==> src/rtl/residue_chk_pkg.sv <==
// rtl/residue_chk_pkg.sv - shared FSM encoding and sizing helpers for the residue check scheduler
package residue_chk_pkg;

  typedef enum logic [1:0] {
    ST_IDLE  = 2'd0,
    ST_RUN   = 2'd1,
    ST_DRAIN = 2'd2
  } state_t;

  function automatic logic [63:0] mod_mask(input int bits);
    if (bits >= 64) return '1;
    return (64'd1 << bits) - 64'd1;
  endfunction

  // Index width; a single requester still needs a 1-bit id.
  function automatic int id_width(input int n);
    int w;
    w = 0;
    while ((1 << w) < n) w++;
    return (w < 1) ? 1 : w;
  endfunction

endpackage

==> src/rtl/rr_arbiter.sv <==
// rtl/rr_arbiter.sv - round-robin arbiter searching upward from a priority pointer with wrap
module rr_arbiter
  import residue_chk_pkg::*;
#(
  parameter int NUM_REQ = 4,
  localparam int ID_W = id_width(NUM_REQ)
) (
  input  logic [NUM_REQ-1:0] req,
  input  logic [ID_W-1:0]    pointer,
  output logic [NUM_REQ-1:0] grant,
  output logic [ID_W-1:0]    grant_idx,
  output logic               any_grant
);

  always_comb begin
    int idx;
    logic [ID_W-1:0] sel;
    grant     = '0;
    grant_idx = '0;
    any_grant = 1'b0;
    idx       = 0;
    sel       = '0;
    for (int off = 0; off < NUM_REQ; off++) begin
      // pointer is always below NUM_REQ, so one subtraction is enough to wrap
      idx = int'(pointer) + off;
      if (idx >= NUM_REQ) idx = idx - NUM_REQ;
      sel = ID_W'(idx);
      if (!any_grant && req[sel]) begin
        any_grant  = 1'b1;
        grant[sel] = 1'b1;
        grant_idx  = sel;
      end
    end
  end

endmodule

==> src/rtl/residue_check_scheduler.sv <==
// rtl/residue_check_scheduler.sv - shared mod-2^MOD_BITS residue checker with round-robin
// request scheduling, 2-stage compare pipeline and sticky error bookkeeping
module residue_check_scheduler
  import residue_chk_pkg::*;
#(
  parameter int NUM_REQ   = 4,
  parameter int DATA_W    = 16,
  parameter int MOD_BITS  = 4,
  parameter int ERR_CNT_W = 8,
  localparam int ID_W = id_width(NUM_REQ)
) (
  input  logic                      clk,
  input  logic                      rst,
  input  logic                      enable,
  input  logic                      clr_err,
  input  logic [NUM_REQ-1:0]        req_valid,
  input  logic [NUM_REQ*DATA_W-1:0] req_data,
  input  logic [NUM_REQ*DATA_W-1:0] req_pred,
  output logic [NUM_REQ-1:0]        req_ready,
  output logic                      busy,
  output logic                      chk_valid,
  output logic [ID_W-1:0]           chk_id,
  output logic [DATA_W-1:0]         chk_residue,
  output logic                      chk_error,
  output logic                      err_sticky,
  output logic [ID_W-1:0]           err_first_id,
  output logic [ERR_CNT_W-1:0]      err_count
);

  localparam logic [63:0]       MASK64 = mod_mask(MOD_BITS);
  localparam logic [DATA_W-1:0] MASK   = MASK64[DATA_W-1:0];

  state_t              state;
  logic [ID_W-1:0]     ptr;
  logic [NUM_REQ-1:0]  grant;
  logic [ID_W-1:0]     grant_idx;
  logic                any_grant;
  logic                accept;
  logic [DATA_W-1:0]   sel_data;
  logic [DATA_W-1:0]   sel_pred;

  logic                s1_valid;
  logic [ID_W-1:0]     s1_id;
  logic [DATA_W-1:0]   s1_residue;
  logic [DATA_W-1:0]   s1_pred;

  rr_arbiter #(.NUM_REQ(NUM_REQ)) u_arb (
    .req       (req_valid),
    .pointer   (ptr),
    .grant     (grant),
    .grant_idx (grant_idx),
    .any_grant (any_grant)
  );

  assign req_ready = (state == ST_RUN) ? grant : '0;
  assign accept    = (state == ST_RUN) && any_grant;
  assign busy      = (state != ST_IDLE) || s1_valid || chk_valid;

  always_comb begin
    sel_data = '0;
    sel_pred = '0;
    for (int i = 0; i < NUM_REQ; i++) begin
      if (grant[i]) begin
        sel_data = req_data[i*DATA_W +: DATA_W];
        sel_pred = req_pred[i*DATA_W +: DATA_W];
      end
    end
  end

  always_ff @(posedge clk or posedge rst) begin
    if (rst) begin
      state <= ST_IDLE;
      ptr   <= '0;
    end else begin
      case (state)
        ST_IDLE:  if (enable) state <= ST_RUN;
        ST_RUN:   if (!enable) state <= ST_DRAIN;
        ST_DRAIN: begin
          if (enable) state <= ST_RUN;
          else if (!s1_valid && !chk_valid) state <= ST_IDLE;
        end
        default:  state <= ST_IDLE;
      endcase
      if (accept) ptr <= (grant_idx == ID_W'(NUM_REQ - 1)) ? '0 : grant_idx + ID_W'(1);
    end
  end

  always_ff @(posedge clk or posedge rst) begin
    if (rst) begin
      s1_valid    <= 1'b0;
      s1_id       <= '0;
      s1_residue  <= '0;
      s1_pred     <= '0;
      chk_valid   <= 1'b0;
      chk_id      <= '0;
      chk_residue <= '0;
      chk_error   <= 1'b0;
    end else begin
      s1_valid <= accept;
      if (accept) begin
        s1_id      <= grant_idx;
        s1_residue <= sel_data & MASK;
        s1_pred    <= sel_pred;
      end
      chk_valid <= s1_valid;
      chk_error <= s1_valid && (s1_residue != s1_pred);
      if (s1_valid) begin
        chk_id      <= s1_id;
        chk_residue <= s1_residue;
      end
    end
  end

  // A new error in the clearing cycle restarts the bookkeeping from that error.
  always_ff @(posedge clk or posedge rst) begin
    if (rst) begin
      err_sticky   <= 1'b0;
      err_first_id <= '0;
      err_count    <= '0;
    end else if (chk_valid && chk_error) begin
      err_sticky <= 1'b1;
      if (!err_sticky || clr_err) err_first_id <= chk_id;
      if (clr_err) err_count <= ERR_CNT_W'(1);
      else if (!(&err_count)) err_count <= err_count + ERR_CNT_W'(1);
    end else if (clr_err) begin
      err_sticky   <= 1'b0;
      err_first_id <= '0;
      err_count    <= '0;
    end
  end

endmodule
==> config.mk <==
export PLATFORM = sky130hd
export DESIGN_NAME = residue_check_scheduler
export DESIGN_NICKNAME = d
export VERILOG_FILES = /design/src/rtl/residue_chk_pkg.sv /design/src/rtl/rr_arbiter.sv /design/src/rtl/residue_check_scheduler.sv
export SDC_FILE = /design/constraint.sdc
export NUM_CORES = 1
export LEC_CHECK = 0
export ABC_AREA = 1
export CORE_MARGIN = 5
export CORE_UTILIZATION = 51
export CTS_CLUSTER_DIAMETER = 80
export DETAILED_ROUTE_END_ITERATION = 12
export DONT_BUFFER_PORTS = 1
export HOLD_SLACK_MARGIN = 0.05
export PLACE_DENSITY = 0.76
export RECOVER_POWER = 25
export REMOVE_ABC_BUFFERS = 1
export SKIP_CTS_REPAIR_TIMING = 1
export SLEW_MARGIN = 20
export SYNTH_ARGS = -nofsm -noshare
export SYNTH_HDL_FRONTEND = slang
export SYNTH_SLANG_ARGS = --single-unit
export TNS_END_PERCENT = 30
==> constraint.sdc <==
create_clock -name clk -period 2.83 [get_ports clk]
set_clock_uncertainty 0.1 [all_clocks]
set_input_delay 0.566 -clock clk [delete_from_list [all_inputs] [get_ports clk]]
set_output_delay 0.566 -clock clk [all_outputs]
set_load 0.02 [all_outputs]
==> reports/results.txt <==
Post-synth EDFFs: 0
Library cells used by synthesis: 37
HPWL Detailed: 6.002 mm
Worst slew pin tran: 2.047 ns
Row count: 30
Clk sinks: 46
Net switching power: 2.835 mW
Logic pwr share: 69.3%
HP Class: input port to flip-flop
Status: complete, but fails checks
Commonest cells post-synth: nand2_1 (100), a21oi_1 (72), inv_1 (58), dfrtp_1 (46), nor2_1 (29)
Post-Synthesis Cells: 460
Final worst path period share: 96.76%
Synthesis-to-layout area growth: 3.544%
I/O Pins: 172
Switching Fraction: 54.12%
Vias: 2900
Critical path fanouts, max: 7
Failing checks: capacitance limit, slew limit
Sequential power share: 22.9%
Hold Violations, Final: 0
Area leader, netlist: dfrtp_1
CP Class: flip-flop to output pin
Met1 Use GR: 23.59%
Clk buf depth: 2
Post-DR wirelength/cell: 14.83 um
Placeable Area: 6681 um2
CTS tree: built
Synth area leaders: dfrtp_1 (33%), nand2_1 (11%), a21oi_1 (10%)
Top-count cell post-synth: nand2_1
P_int: 2.404 mW
Syn Area/Cell: 7.521 um2
Met2 Track Usage GR: 32.21%
Worst EP arrival: 2.07 ns
Clock share of power: 7.8%
# port buffers: 0
Clock root buffer: clkbuf_8
Place WS: 0.2118 ns
Global Route Usage Sum: 19.01%
Power per cell area: 1462 nW/um2
DRC violations left: 0
Final min period: 2.738 ns
Initial antenna violation count: 0
Grt met3 use: 5.768%
Clk_lat worst skew: 0.29 ns
Peak VDD IR: 0.9350 mV
Overall power: 5.239 mW
Routed wire length: 7.980 mm
Fillers: 620
Antenna cells: 0
H-tree Lvls: 2
Final setup fails: 0
Reg clk slew, reported paths: 0.08 ns
Max cap viols: 1
Ys Warns: 0
Critical Path Source Type: flip-flop
Post-Syn Area: 3460 um2
Vias in the first global route: 2885
Ys flop type: dfrtp_1
Fraction of registers with async set/reset: 100.0%
First-pass GRT wire length: 13.29 mm
Number of buffers created by CTS: 5
Die H: 92.36 um
Die area: 8530 um2
Final GP Congestion: 0.8285
Area share of the largest cell type after synthesis: 33.27%
Crit. End Element: output pin
Share of cells above drive strength 1: 19.43%
Final nets: 601
GRT overflow: 0
Chip width: 92.36 um
Final Max Tran Viols: 47
Worst setup margin: 0.09182 ns
Pleak: 1.721 nW
GR peak layer: met2
Sequential area share after synthesis: 33.27%
Number of DRC violations after detailed-routing iteration 0: 122
Antenna Nets Post-Route: 0
Req. time, crit path: 2.16 ns
Largest net degree at the start of global routing: 47
Starting Density: 51.78%
Seq cells post-synth: 46
Fmax achieved: 365.2 MHz
DRT Pass-1 Iters: 4
Max transition margin: -37.24%
Via density: 5.390
-- registers in the layout (all words and copies together), names as in the netlist, named ones only --
register and flops:
err_first_id 2, err_count 8, state 2, s1_id 2
chk_residue 4, chk_error 1, chk_valid 1, s1_pred 16
err_sticky 1, s1_residue 4, s1_valid 1, ptr 1
chk_id 2
-- critical path: stages (launching register included) --
cell and delay (ns):
dfrtp_1 0.44, inv_6 0.08, ha_4 0.29, inv_1 0.08, nand2_1 0.07, nand2_1 0.08
nor2_4 0.20, nand4_1 0.19, nand3_4 0.15, nand2_1 0.08, inv_2 0.13
-- stage by stage --
stage	TNS, ns	hold WS (ns)	instance area, um2	util [%]	std cells
after floorplan	-0.1759	0.3495	3252	-	439
after global routing	-0.03067	0.2480	3582	53.61	538
after detailed placement	0	0.3662	3437	51.44	527
after global placement	0	0.3677	3437	51.44	527
after CTS	-0.3890	0.2533	3532	52.87	535
final	0	0.2640	3582	53.61	538
-- routing by layer --
layer / vias to the layer above / part of all wire (%)
met5: - / 0
met4: 0 / 1.1
met3: 8 / 7.9
met2: 105 / 49
met1: 1318 / 42
li1: 1469 / -
-- worst paths after layout --
kind / endpoint / slack, ns / start / cells after the start
min: err_count[6]$_DFFE_PP0P_ / 0.26 / clr_err / 1
max reg2reg: err_count[2]$_DFFE_PP0P_ / 0.39 / err_count[0]$_DFFE_PP0P_ / 12
min reg2reg: s1_id[0]$_DFFE_PP0P_ / 0.38 / s1_id[0]$_DFFE_PP0P_ / 2
max: req_ready[1] / 0.09 / flip-flop / 10
min in group asynchronous: s1_pred[3]$_DFFE_PP0P_ / 0.58 / rst / 1
max in group asynchronous: ptr[1]$_DFFE_PP0P_ / 1.01 / rst / 1
-- power groups by stage --
| stage | sequential [mW] | combinational, mW | clock [mW] |
|---|---|---|---|
| 2_1_floorplan | 1.18 | 2.66 | 0 |
| 3_3_place_gp | 1.22 | 3.41 | 0 |
| 3_5_place_dp | 1.23 | 3.49 | 0 |
| 4_1_cts | 1.21 | 3.51 | 0.427 |
| 5_1_grt | 1.24 | 4.10 | 0.460 |
| 6_report | 1.20 | 3.63 | 0.408 |
-- kinds of logic (layout without fill, tap and decap cells) --
family | count (synthesis) | after routing | synth area share [%]
adders and majority gates | 8 | 8 | 2.893
other | 1 | 12 | 0.1084
buffers and inverters | 94 | 81 | 14.07
xor gates and xnor gates | 3 | 3 | 0.7596
DFF | 46 | 46 | 33.27
AOI/OAI and AO/OA | 117 | 117 | 20.07
and+or+nand+nor | 191 | 191 | 28.82
-- cell type report --
type | instances | area (um2) | area share, %
Clock inverter | 2 | 12.51 | 0.3493
Sequential cell | 46 | 1152 | 32.17
Inverter | 62 | 239.0 | 6.671
Timing Repair Buffer | 11 | 107.6 | 3.004
Clock buffer | 6 | 82.58 | 2.305
Multi-Input combinational cell | 331 | 1888 | 52.71
Tap cell | 80 | 100.1 | 2.794
-- layout by cell type, fill, tap and decap left out, types with 2 or more instances in the layout --
cell,count
nand2_1,100
a21oi_1,72
inv_1,54
dfrtp_1,45
nor2_1,29
nand3_2,21
a21oi_2,21
nand3_1,13
conb_1,12
o21ai_0,11
buf_4,9
ha_1,7
inv_2,6
clkbuf_8,6
nand2_4,5
nand2_2,5
o22ai_1,5
nor4_1,5
nor2_4,3
nand4_1,3
xor2_1,3
nand3_4,2
a21boi_1,2
nand4_2,2
buf_12,2
No activity file was read; power rests on OpenSTA's default activity.
